--- src/rtl/loac_mem_pkg.sv ---
`default_nettype none
// ============================================================================
// Module  : loac_mem_pkg
// Brief   : Shared types and helpers for the LED lookup-table write side.
// Revision: 1.0 - initial release
// ============================================================================
package loac_mem_pkg;

    localparam int LUTW_DATA_W = 4;

    typedef enum logic [1:0] {
        S_INIT  = 2'd0,
        S_IDLE  = 2'd1,
        S_WRITE = 2'd2,
        S_ACK   = 2'd3
    } lutw_state_t;

    // Default table contents: 3*(idx+1), truncated to the word width.
    function automatic logic [LUTW_DATA_W-1:0] init_word(input int unsigned idx);
        int unsigned w_full;
        w_full = 3 * (idx + 1);
        return w_full[LUTW_DATA_W-1:0];
    endfunction

endpackage : loac_mem_pkg
`default_nettype wire

--- src/rtl/lut_writer_edge_rise.sv ---
`default_nettype none
// ============================================================================
// Module  : edge_rise
// Brief   : Single-flop rising-edge detector, shared with the button inputs.
// Revision: 1.0 - initial release
// ============================================================================
module edge_rise (
    input  logic clk_2,
    input  logic reset,
    input  logic d,
    output logic q_rise
);

    logic r_q;

    always_ff @(posedge clk_2) begin
        if (reset) begin
            r_q <= 1'b0;
        end else begin
            r_q <= d;
        end
    end

    assign q_rise = d & ~r_q;

endmodule : edge_rise
`default_nettype wire

--- src/rtl/lut_writer.sv ---
`default_nettype none
// ============================================================================
// Module  : lut_writer
// Brief   : Loads the default 4x4 LED table after reset, then serves single
//           req/done user writes; combinational read port for the LED logic.
// Revision: 1.0 - initial release
// ============================================================================
module lut_writer
    import loac_mem_pkg::*;
#(
    parameter int NBITS_DATA = 4,
    parameter int NBITS_ADDR = 2,
    parameter int NBITS_CNT  = 8
) (
    input  logic                  clk_2,
    input  logic                  reset,
    input  logic                  wr_req,
    input  logic [NBITS_ADDR-1:0] wr_addr,
    input  logic [NBITS_DATA-1:0] wr_data,
    input  logic [NBITS_ADDR-1:0] rd_addr,
    output logic [NBITS_DATA-1:0] rd_data,
    output logic                  busy,
    output logic                  done,
    output logic [NBITS_CNT-1:0]  wr_count
);

    localparam int NWORDS = 2 ** NBITS_ADDR;

    lutw_state_t           r_state;
    lutw_state_t           w_state_next;
    logic                  w_rise;
    logic [NBITS_ADDR-1:0] r_init_ptr;
    logic [NBITS_ADDR-1:0] r_addr_q;
    logic [NBITS_DATA-1:0] r_data_q;
    logic [NBITS_CNT-1:0]  r_wr_count;
    logic [NBITS_DATA-1:0] r_mem [NWORDS];

    edge_rise u_edge_rise (
        .clk_2  (clk_2),
        .reset  (reset),
        .d      (wr_req),
        .q_rise (w_rise)
    );

    always_ff @(posedge clk_2) begin
        if (reset) begin
            r_state <= S_INIT;
        end else begin
            r_state <= w_state_next;
        end
    end

    always_comb begin
        w_state_next = r_state;
        case (r_state)
            S_INIT: begin
                if (r_init_ptr == NBITS_ADDR'(NWORDS - 1)) begin
                    w_state_next = S_IDLE;
                end
            end
            S_IDLE: begin
                if (w_rise) begin
                    w_state_next = S_WRITE;
                end
            end
            S_WRITE: begin
                w_state_next = S_ACK;
            end
            S_ACK: begin
                // Held request keeps done asserted until the requester lets go.
                if (!wr_req) begin
                    w_state_next = S_IDLE;
                end
            end
            default: begin
                w_state_next = S_INIT;
            end
        endcase
    end

    always_ff @(posedge clk_2) begin
        if (reset) begin
            for (int i = 0; i < NWORDS; i++) begin
                r_mem[i] <= '0;
            end
            r_init_ptr <= '0;
            r_addr_q   <= '0;
            r_data_q   <= '0;
            r_wr_count <= '0;
        end else begin
            case (r_state)
                S_INIT: begin
                    r_mem[r_init_ptr] <= NBITS_DATA'(init_word(32'(r_init_ptr)));
                    r_init_ptr        <= r_init_ptr + 1'b1;
                end
                S_IDLE: begin
                    if (w_rise) begin
                        r_addr_q <= wr_addr;
                        r_data_q <= wr_data;
                    end
                end
                S_WRITE: begin
                    r_mem[r_addr_q] <= r_data_q;
                    r_wr_count      <= r_wr_count + 1'b1;
                end
                default: begin
                end
            endcase
        end
    end

    // Reset overrides the state decode so the reset cycle itself reads busy.
    assign rd_data  = r_mem[rd_addr];
    assign busy     = reset | (r_state != S_IDLE);
    assign done     = ~reset & (r_state == S_ACK);
    assign wr_count = r_wr_count;

endmodule : lut_writer
`default_nettype wire
--- config.mk ---
export PLATFORM = sky130hd
export DESIGN_NAME = lut_writer
export DESIGN_NICKNAME = d
export VERILOG_FILES = /design/src/rtl/loac_mem_pkg.sv /design/src/rtl/lut_writer_edge_rise.sv /design/src/rtl/lut_writer.sv
export SDC_FILE = /design/constraint.sdc
export NUM_CORES = 1
export LEC_CHECK = 0
export CORE_MARGIN = 2
export CORE_UTILIZATION = 45
export DETAILED_ROUTE_END_ITERATION = 6
export PLACE_DENSITY = 0.71
export SETUP_SLACK_MARGIN = 0.3
export SLEW_MARGIN = 20
export SYNTH_ARGS = -nofsm -noshare
export SYNTH_HDL_FRONTEND = slang
export SYNTH_SLANG_ARGS = --single-unit
--- constraint.sdc ---
create_clock -name clk_2 -period 2.3 [get_ports clk_2]
set_input_delay 0.575 -clock clk_2 [delete_from_list [all_inputs] [get_ports clk_2]]
set_output_delay 0.575 -clock clk_2 [all_outputs]
set_load 0.05 [all_outputs]
==> results of run 1 <==
[flip-flops by register name, indices dropped and copies added (netlist names)]
register	cells
r_mem	16
r_init_ptr	2
u_edge_rise.r_q	1
r_data_q	4
r_addr_q	2
wr_count	8
r_state	2
[logic make-up (layout without fill, tap and decap cells)]
| kind of cell | Yosys count | in the layout | synth area share, % |
|---|---|---|---|
| simple gates | 55 | 55 | 17.6 |
| buf+inv | 15 | 54 | 4.26 |
| flops | 35 | 35 | 49.7 |
| fa+ha+maj | 8 | 8 | 5.78 |
| xor+xnor | 8 | 8 | 4.05 |
| compound gates | 20 | 20 | 8.24 |
| mux | 13 | 13 | 10.4 |
[cell type report]
class                      instances  area [um^2]
timing repair buffer              37          344
clock inverter                     1         30.0
inverter                           9         33.8
multi-input combinational        104          815
fill                             339         1470
sequential                        35          861
tap                               48         60.1
clock buffer                       7         76.3
[power by group through the flow]
| stage | clock [mW] | combinational (mW) | sequential [mW] |
|---|---|---|---|
| 2_1_floorplan | 0 | 0.686 | 0.903 |
| 3_3_place_gp | 0 | 0.953 | 0.911 |
| 3_5_place_dp | 0 | 0.982 | 0.921 |
| 4_1_cts | 0.541 | 0.986 | 0.908 |
| 5_1_grt | 0.568 | 1.10 | 0.920 |
| 6_report | 0.530 | 1.01 | 0.905 |
[layout by cell type, fill, tap and decap left out, types with 2 or more instances in the layout]
master,n
clkdlybuf4s50_1,7
and3b_1,2
buf_6,3
nor3_1,4
mux2i_1,9
buf_4,15
dfxtp_1,19
inv_1,8
and2_1,2
nand2_1,7
buf_12,2
o21ai_0,3
nor2b_1,4
xnor2_1,4
nor3b_2,2
nand3_1,2
dlygate4sd2_1,10
o21a_1,2
nor2_1,21
a21oi_1,4
xor2_1,4
clkbuf_1,2
ha_1,7
clkbuf_8,5
mux4_2,4
edfxtp_1,16
a32oi_1,3
nand4_1,2
or3_1,3
[per-layer routing]
| metal | track usage, % | share of wire (%) | vias to the layer above |
|---|---|---|---|
| met5 | 0 | 0 | - |
| met4 | 6.89 | 1.4 | 0 |
| met3 | 5.45 | 4.2 | 6 |
| met2 | 31.4 | 52 | 33 |
| met1 | 19.9 | 43 | 602 |
| li1 | - | - | 622 |
[per-stage QoR]
step	setup slack [ns]	utilization [%]	hold slack (ns)
2_1_floorplan	0.449	-	0.464
6_report	0.327	60.2	0.492
3_3_place_gp	-0.203	56.8	0.473
4_1_cts	0.307	59.7	0.493
5_1_grt	0.310	60.2	0.540
3_5_place_dp	-0.246	56.8	0.483
[how the worst max path moves through the flow]
stage	slack [ns]	endpoint	depth (start not counted)	start
after CTS	0.31	rd_data[3]	3	rd_addr[0]
after detailed placement	-0.25	rd_data[3]	3	rd_addr[0]
after global placement	-0.20	rd_data[1]	3	rd_addr[0]
final	0.33	rd_data[0]	3	rd_addr[0]
after global routing	0.31	rd_data[2]	3	rd_addr[0]
after floorplan	0.45	r_mem[2][0]$_SDFFCE_PN0P_	6	r_state[0]$_SDFFE_PP0P_
[critical path: stages]
cell	delay, ns
buf_4	0.13
mux4_2	0.49
buf_4	0.20
[what timing repair did]
item / 4_1_cts / 5_1_grt
resized for setup: 19 / 5
hold endpoints to repair: 0 / 0
endpoints found under the setup margin: 18 / 16
buffers inserted: 1 / 0
==> reports/results.ini, run 1 <==
[sta]
setup-violations-final = 0
fin_crit_sh_pct = 85.8
slew_headroom_pct = 67.4
drv_slew = 0
hold_viol_final = 0
fin_tns_setup_ns = 0
final.setup_skew_ns = 0.00390
tightest_slew_ns = 0.491
max_freq_mhz = 507
min_period_ns = 1.97
rsz0062_at_grt = no

[min_path]
min_from = wr_count[7]$_SDFFE_PP0N_
whs_endpoint = wr_count[7]$_SDFFE_PP0N_
hold_path_class = register to register
min_path_cells = 2

[pwr]
p_int_mw = 1.60
power_density_nw_per_um2 = 1100
power_mw = 2.44
pwr-share-clk_pct = 21.7
ir_drop_uv = 544
pwr-share-comb_pct = 41.2
sw_frac_of_total_pct = 34.3
p_leak_nw = 0.954
switchingPower_mw = 0.837
p_seq_share_pct = 37.1

[setup_path]
cp_data_required_time_ns = 1.73
critical_path.endpoint_type = output port
cp-start-kind = primary input
reg2reg_depth = 6
rr_endpoint = r_mem[2][2]$_SDFFCE_PN0P_
r2r_slack_ns = 0.55
crit_fanout = 4
arrival_ns = 1.40
rr_startpoint = r_state[1]$_SDFFE_PP0P_
path_class = primary input to output port

[yosys]
synth_flop_cell = dfxtp_1
syn_area_um2 = 1730
ys_ff_latch = 35
synth_top_cell_by_area = edfxtp_1
yosysMostFrequentCell = nor2_1
synth_top_area_share_pct = 27.7
seq_area_frac_synth_pct = 49.7
synth_edf_count = 16
yosys_warnings = 0
ys_top_cells_by_count = nor2_1 (21), dfxtp_1 (19), edfxtp_1 (16), mux2i_1 (9)
synth_fp_nets = 173
syn_inst = 154
yosysUniqueCellTypes = 37
yosys-top-cells-area = edfxtp_1 (28%), dfxtp_1 (22%), ha_1 (5.8%)
avgSynthCellArea_um2 = 11.2
async_reset_ff_share_pct = 0

[clock_network]
cts_inserted_buffers = 5
cts_tree = built
cts_buffer_depth = 2
cts_sinks = 35
clock_latency_ns = 0.28
hold_buffers = 0
ctsRootBufferMaster = clkbuf_8
path_clk_slew_ns = 0.07
cts.htree.levels = 2

[placed_design]
place_hpwl_um = 2560
place.gp.congestion = 0.835
place_inst = 232
placed_cell_area_um2 = 2090
io_buffers = 24

[drt]
drt_iter0_drc = 38
route.vias.total = 1263
ant_nets = 0
wl_per_cell_um = 14.1
first_pass_iters = 4
drc = 0
via_per_inst = 5.24
drt-total-wl_um = 3400

[finish]
n_antenna_cell = 0
final_area_um2 = 2220
area_growth_pct = 28.2
fin_cells = 241
fin_nets = 211
drive_above_1_share_pct = 21.2

[global_route]
track_usage_pct = 17.8
grt_overflow = 0
grt_pass1_vias = 1318
antenna_found_initial = 0
grt_pass1_wl_um = 5910
grt_start_max_net_pins = 18

[flow_run]
max_cap_viol_count = 0

[floorplanning]
design.core.area_um2 = 3690
die_w_um = 66.0
dieHeight_um = 66.0
ios = 25
num_rows = 22
dieArea_um2 = 4360
start_util_pct = 46.9

[outcome]
outcome = completed

(Power assumes the default switching activity.)
==> run 2, diff against run 1 <==
--- a/config.mk
+++ b/config.mk
@@ -5,10 +5,11 @@
 export SDC_FILE = /design/constraint.sdc
 export NUM_CORES = 1
 export LEC_CHECK = 0
-export CORE_MARGIN = 2
+export CORE_MARGIN = 4
 export CORE_UTILIZATION = 45
+export CTS_CLUSTER_DIAMETER = 100
 export DETAILED_ROUTE_END_ITERATION = 6
-export PLACE_DENSITY = 0.71
+export PLACE_DENSITY = 0.74
 export SETUP_SLACK_MARGIN = 0.3
 export SLEW_MARGIN = 20
 export SYNTH_ARGS = -nofsm -noshare
==> constraint.sdc (replaced) <==
create_clock -name clk_2 -period 1.7 [get_ports clk_2]
set_input_delay 0.425 -clock clk_2 [delete_from_list [all_inputs] [get_ports clk_2]]
set_output_delay 0.425 -clock clk_2 [all_outputs]
set_load 0.05 [all_outputs]
==> run 2 against run 1 <==
  * The flow now finishes with violations (negative setup slack)
  * Worst hold slack improved by 0.016 ns
  * Clock-buffer cell count decreased by 2
  * Setup slack got worse by 0.39 ns
  * Largest power group unchanged
==> reports/results.ini, run 2 (synthesis gave the netlist of run 1 again) <==
[setup_path]
arrival_ns = 1.33  ; -0.07 ns
critPathMaxStageDelay_ns = 0.49  ; about the same
cp_data_required_time_ns = 1.27  ; -0.46 ns
path_cells = mux4_2, buf_6
crit_fanout = 1  ; -3
worst_path_max_delay_cell = mux4_2
path_class = register to output port
critical_path.endpoint_type = output port
r2r_slack_ns = -0.02  ; -0.57 ns
cp-start-kind = register

[sta]
hold_viol_final = 0  ; unchanged
slew_headroom_pct = 75.7  ; +8.3 points
max_freq_mhz = 569
final.setup_skew_ns = 0.00557  ; +0.00167 ns
tightest_slew_ns = 0.364  ; -0.127 ns
finalWorstSetupSlack_ns = -0.0589  ; -0.386 ns
drv_slew = 0  ; unchanged
setup-violations-final = 9  ; +9
rsz0062_at_grt = yes
min_period_ns = 1.76
fin_crit_sh_pct = 103

[clock_network]
path_clk_slew_ns = 0.07  ; about the same
cts_sinks = 35  ; unchanged
cts_tree = built
cts_inserted_buffers = 5  ; unchanged
clock_latency_ns = 0.29  ; about the same
cts.htree.levels = 2  ; unchanged
ctsRootBufferMaster = clkbuf_8
hold_buffers = 0  ; unchanged
cts_buffer_depth = 2  ; unchanged

[finish]
most-common-layout-cells = buf_6 (21), buf_4 (21), nor2_1 (16), edfxtp_1 (16), dfxtp_1 (11)
fin_cells = 264  ; +9.5%
fin_nets = 234  ; +11%
fill_cells = 222  ; -35%
final_area_um2 = 2860  ; +29%
register_area_um2 = 878  ; +2.0%
post-route-util_pct = 77.6  ; +17 points
largest_reg_flops = 16  ; unchanged
largest_register = r_mem
drive_above_1_share_pct = 56.9  ; +36 points
n_antenna_cell = 0  ; unchanged
multi_input_area_um2 = 1130  ; +38%
area_growth_pct = 65.3

[floorplanning]
start_util_pct = 46.9  ; unchanged
die_w_um = 70.0  ; +6.1%
num_rows = 22  ; unchanged
dieArea_um2 = 4900  ; +12%
dieHeight_um = 70.0  ; +6.1%
ios = 25  ; unchanged
design.core.area_um2 = 3690  ; unchanged

[pwr]
pwr-share-comb_pct = 54.6  ; +13 points
switchingPower_mw = 1.63  ; +95%
p_leak_nw = 1.15  ; +20%
p_seq_share_pct = 28.5  ; -8.6 points
ir_drop_uv = 853  ; +57%
power_density_nw_per_um2 = 1540  ; +40%
sw_frac_of_total_pct = 37.0  ; +2.8 points
p_int_mw = 2.78  ; +73%
pwr-share-clk_pct = 17.0  ; -4.7 points

[outcome]
outcome = finished with violations
violations = negative setup slack

[drt]
drc = 0  ; unchanged
wl_per_cell_um = 17.1  ; +21%
via_per_inst = 5.27  ; +0.47%
drt-total-wl_um = 4510  ; +33%
route.vias.total = 1390  ; +10%
first_pass_iters = 4  ; unchanged
ant_nets = 0  ; unchanged
drt_iter0_drc = 73  ; +92%

[placed_design]
place_inst = 234  ; +0.86%
placed_cell_area_um2 = 2260  ; +8.0%
post-place-ws_ns = -0.529  ; -0.283 ns
io_buffers = 24  ; unchanged
place.gp.congestion = 0.803  ; -3.7%
place_hpwl_um = 2820  ; +10%

[global_route]
track_usage_pct = 17.9  ; +0.12 points
grt_pass1_vias = 1418  ; +7.6%
grt_pass1_wl_um = 6810  ; +15%
antenna_found_initial = 0  ; unchanged
grt_overflow = 0  ; unchanged
grt_start_max_net_pins = 17  ; -1

[flow_run]
max_cap_viol_count = 0  ; unchanged

[min_path]
hold_path_class = register to register

run 2: cell count changes in the layout (fill, tap and decap cells not counted), sizes merged:
cell and delta:
clkdlybuf4s15 +1, buf +31, clkinv +2, dlygate4sd2 -9, clkbuf -2
run 2: power by group through the flow:
stage	registers (mW)	logic, mW	clock network [mW]
2_1_floorplan	1.25	1.13	0
3_3_place_gp	1.26	1.48	0
3_5_place_dp	1.27	1.53	0
4_1_cts	1.25	2.15	0.758
5_1_grt	1.27	2.55	0.795
6_report	1.26	2.41	0.749
run 2: final cells by class:
type | count | area share [%]
timing repair buffer | 60 | 22.5
inverter | 9 | 1.44
clock buffer | 5 | 2.40
sequential | 35 | 30.7
clock inverter | 3 | 1.53
multi-input combinational | 104 | 39.3
tap | 48 | 2.10
run 2: metrics by stage:
stage                     setup TNS (ns)  hold WS (ns)  total power, mW
after global placement             -6.36         0.471             2.73
after detailed placement           -8.49         0.488             2.80
after CTS                         -0.167         0.505             4.16
final                             -0.221         0.508             4.42
after global routing              -0.832         0.522             4.61
after floorplan                        0         0.462             2.38
run 2: final timing paths:
path | start | depth (start not counted) | endpoint
hold / removal | r_data_q[2]$_SDFFE_PP0P_ | 2 | r_data_q[2]$_SDFFE_PP0P_
hold reg to reg | r_data_q[2]$_SDFFE_PP0P_ | 2 | r_data_q[2]$_SDFFE_PP0P_
setup reg to reg | r_state[0]$_SDFFE_PP0P_ | 7 | r_mem[2][3]$_SDFFCE_PN0P_
setup / recovery | r_mem[3][3]$_DFFE_PP_ | 2 | rd_data[3]
run 2: routing by layer:
metal	up-vias	part of all wire [%]	track usage, %
met4	0	1.9	5.74
met1	681	40	20.2
li1	673	-	-
met3	8	3.7	4.89
met2	28	55	32.4
met5	-	0	0
run 2: worst max-delay path: cells and delay by family (launching register included):
| family | cells | cell delay (ns) |
|---|---|---|
| buf+inv | 1 | 0.17 |
| flops | 1 | 0.38 |
| mux | 1 | 0.49 |
run 2: what timing repair did:
action / 4_1_cts / 5_1_grt
setup buffers: 15 / 7
resized for setup: 64 / 22
endpoints found under the setup margin: 45 / 45
pin swaps: 25 / 10
gates cloned: 0 / 0
==> run 3, diff against run 2 <==
--- a/config.mk
+++ b/config.mk
@@ -5,11 +5,13 @@
 export SDC_FILE = /design/constraint.sdc
 export NUM_CORES = 1
 export LEC_CHECK = 0
+export ABC_CLOCK_PERIOD_IN_PS = 2300
+export CORE_ASPECT_RATIO = 0.7
 export CORE_MARGIN = 4
 export CORE_UTILIZATION = 45
 export CTS_CLUSTER_DIAMETER = 100
 export DETAILED_ROUTE_END_ITERATION = 6
-export PLACE_DENSITY = 0.74
+export PLACE_DENSITY = 0.71
 export SETUP_SLACK_MARGIN = 0.3
 export SLEW_MARGIN = 20
 export SYNTH_ARGS = -nofsm -noshare
==> constraint.sdc (replaced) <==
create_clock -name clk_2 -period 2.3 [get_ports clk_2]
set_input_delay 0.575 -clock clk_2 [delete_from_list [all_inputs] [get_ports clk_2]]
set_output_delay 0.575 -clock clk_2 [all_outputs]
set_load 0.05 [all_outputs]
==> run 3 against run 2 <==
  * Critical path type is now primary input to output port
  * Total power is 47% lower
  * First-iteration DRC count is 77% higher
  * The run now ends clean
  * Sequential share of layout area is 9.3 points higher
  * Design area is 25% lower
  * Combinational power is 60% lower
==> reports/results.ini, run 3 (synthesis gave the netlist of run 1 again) <==
[finish]
area_growth_pct = 24.2
most-common-layout-cells = nor2_1 (21), dfxtp_1 (19), edfxtp_1 (16), mux2i_1 (9), dlygate4sd2_1 (9)
layout_commonest_cell = nor2_1
largest_reg_flops = 16  ; unchanged
largest_register = r_mem
fill_cells = 309  ; +39%
fin_cells = 235  ; -11%
drive_above_1_share_pct = 18.9  ; -38 points
fin_nets = 203  ; -13%
n_antenna_cell = 0  ; unchanged

[pwr]
pwr-share-clk_pct = 19.3  ; +2.3 points
sw_frac_of_total_pct = 36.4  ; -0.62 points
ir_drop_uv = 454  ; -47%
p_seq_share_pct = 39.2  ; +11 points
switchingPower_mw = 0.846  ; -48%
pwr-share-comb_pct = 41.6  ; -13 points
power_density_nw_per_um2 = 1080  ; -30%
p_int_mw = 1.48  ; -47%
p_leak_nw = 0.912  ; -20%

[placed_design]
place.gp.congestion = 0.852  ; +6.0%
place_hpwl_um = 2760  ; -2.1%
io_buffers = 24  ; unchanged
place_inst = 227  ; -3.0%

[drt]
via_per_inst = 5.39  ; +2.3%
drt_iter0_drc = 129  ; +77%
route.vias.total = 1266  ; -8.9%
first_pass_iters = 4  ; unchanged
drt-total-wl_um = 3560  ; -21%
wl_per_cell_um = 15.2  ; -11%
ant_nets = 0  ; unchanged
drc = 0  ; unchanged

[setup_path]
crit_top_cell = buf_4
critPathMaxStageDelay_ns = 0.49  ; about the same
path_cells = buf_4, mux4_2, buf_4
rr_endpoint = r_mem[2][1]$_SDFFCE_PN0P_
cp_data_required_time_ns = 1.73  ; +0.46 ns
rr_startpoint = r_state[0]$_SDFFE_PP0P_
worst_path_max_delay_cell = mux4_2
path_class = primary input to output port
critical_path.endpoint_type = output port
reg2reg_depth = 6  ; -1
crit_fanout = 4  ; +3
r2r_slack_ns = 0.39  ; +0.41 ns
arrival_ns = 1.40  ; +0.07 ns
critPathBufInv = 2  ; +1
cp-start-kind = primary input
critical-path-top-delay-family = multiplexers

[clock_network]
cts_buffer_depth = 2  ; unchanged
cts_sinks = 35  ; unchanged
path_clk_slew_ns = 0.07  ; about the same
cts.htree.levels = 2  ; unchanged
cts_inserted_buffers = 5  ; unchanged
clock_latency_ns = 0.28  ; about the same
cts_tree = built
ctsRootBufferMaster = clkbuf_8
cts_post_setup_buffers_inserted = 0  ; -15
hold_buffers = 0  ; unchanged

[min_path]
min_from = wr_count[7]$_SDFFE_PP0N_
whs_endpoint = wr_count[7]$_SDFFE_PP0N_
hold_path_class = register to register
min_path_cells = 2  ; unchanged

[global_route]
grt_overflow = 0  ; unchanged
grt_pass1_wl_um = 5850  ; -14%
track_usage_pct = 16.5  ; -1.4 points
grt_start_max_net_pins = 17  ; unchanged
grt_pass1_vias = 1193  ; -16%
antenna_found_initial = 0  ; unchanged

[sta]
fin_crit_sh_pct = 85.7
setup-violations-final = 0  ; -9
min_period_ns = 1.97
slew_headroom_pct = 64.9  ; -11 points
hold_viol_final = 0  ; unchanged
drv_slew = 0  ; unchanged
max_freq_mhz = 507
final.setup_skew_ns = 0.00922  ; +0.00365 ns
tightest_slew_ns = 0.526  ; +0.162 ns
hold_slack_ns = 0.492  ; -0.0160 ns
rsz0062_at_grt = yes

[floorplanning]
design.core.area_um2 = 3600  ; -2.3%
start_util_pct = 48.1  ; +1.1 points
num_rows = 18  ; -18%
ios = 25  ; unchanged
dieHeight_um = 59.9  ; -14%
dieArea_um2 = 4920  ; +0.32%
die_w_um = 82.1  ; +17%

[outcome]
outcome = completed

[flow_run]
max_cap_viol_count = 0  ; unchanged

-- run 3: cell count changes in the layout (fill, tap and decap cells not counted), sizes merged --
cell | previous run | this run
buf | 51 | 12
bufinv | 1 | 0
clkbuf | 5 | 7
clkinv | 2 | 1
dlygate4sd2 | 1 | 9
-- run 3: area by class of cell --
type,count,area [um^2],area share [%]
clock buffers,7,86.3,4.01
well taps,50,62.6,2.91
repair buffers,29,285,13.3
inverters,9,36.3,1.69
clock inverters,1,5.00,0.233
flip-flops and latches,35,861,40.0
multi-input cells,104,815,37.9
-- run 3: stage by stage --
step / instance area [um^2] / setup TNS, ns / worst slack, ns / util (%) / power (mW)
4_1_cts: 2130 / 0 / 0.306 / 59.1 / 2.30
3_3_place_gp: 2040 / -0.757 / -0.190 / 56.7 / 1.80
3_5_place_dp: 2040 / -0.880 / -0.234 / 56.7 / 1.85
6_report: 2150 / 0 / 0.328 / 59.7 / 2.32
2_1_floorplan: 1730 / 0 / 0.449 / - / 1.59
5_1_grt: 2150 / 0 / 0.253 / 59.7 / 2.46
-- run 3: worst min-delay path: stages (launching register included) --
cell	delay, ns
dfxtp_1	0.32
o21ai_0	0.07
a21oi_1	0.06
-- run 3: worst max-delay path by stage --
stage | slack, ns | depth (start not counted) | startpoint | end
finish | 0.33 | 3 | rd_addr[0] | rd_data[3]
global placement | -0.19 | 3 | rd_addr[0] | rd_data[0]
detailed placement | -0.23 | 3 | rd_addr[0] | rd_data[2]
global route | 0.25 | 6 | r_state[0]$_SDFFE_PP0P_ | r_mem[2][3]$_SDFFCE_PN0P_
floorplan | 0.45 | 6 | r_state[0]$_SDFFE_PP0P_ | r_mem[2][0]$_SDFFCE_PN0P_
CTS | 0.31 | 3 | rd_addr[0] | rd_data[2]
-- run 3: timing repair --
action / CTS / global route
gates resized for setup: 18 / 6
endpoints found under the hold margin: 0 / 0
endpoints found under the setup margin: 18 / 16
-- run 3: power by group through the flow --
stage / combinational (mW) / sequential (mW) / clock, mW
2_1_floorplan: 0.686 / 0.903 / 0
3_3_place_gp: 0.883 / 0.919 / 0
3_5_place_dp: 0.919 / 0.926 / 0
4_1_cts: 0.932 / 0.912 / 0.457
5_1_grt: 1.05 / 0.926 / 0.486
6_report: 0.966 / 0.911 / 0.448
-- run 3: layer usage --
layer  up-vias  track usage (%)  share of wire (%)
li1        610                -                  -
met3         7             4.97                6.5
met2        42             25.4                 47
met4         0             5.92                1.3
met5         -                0                  0
met1       607             22.1                 45
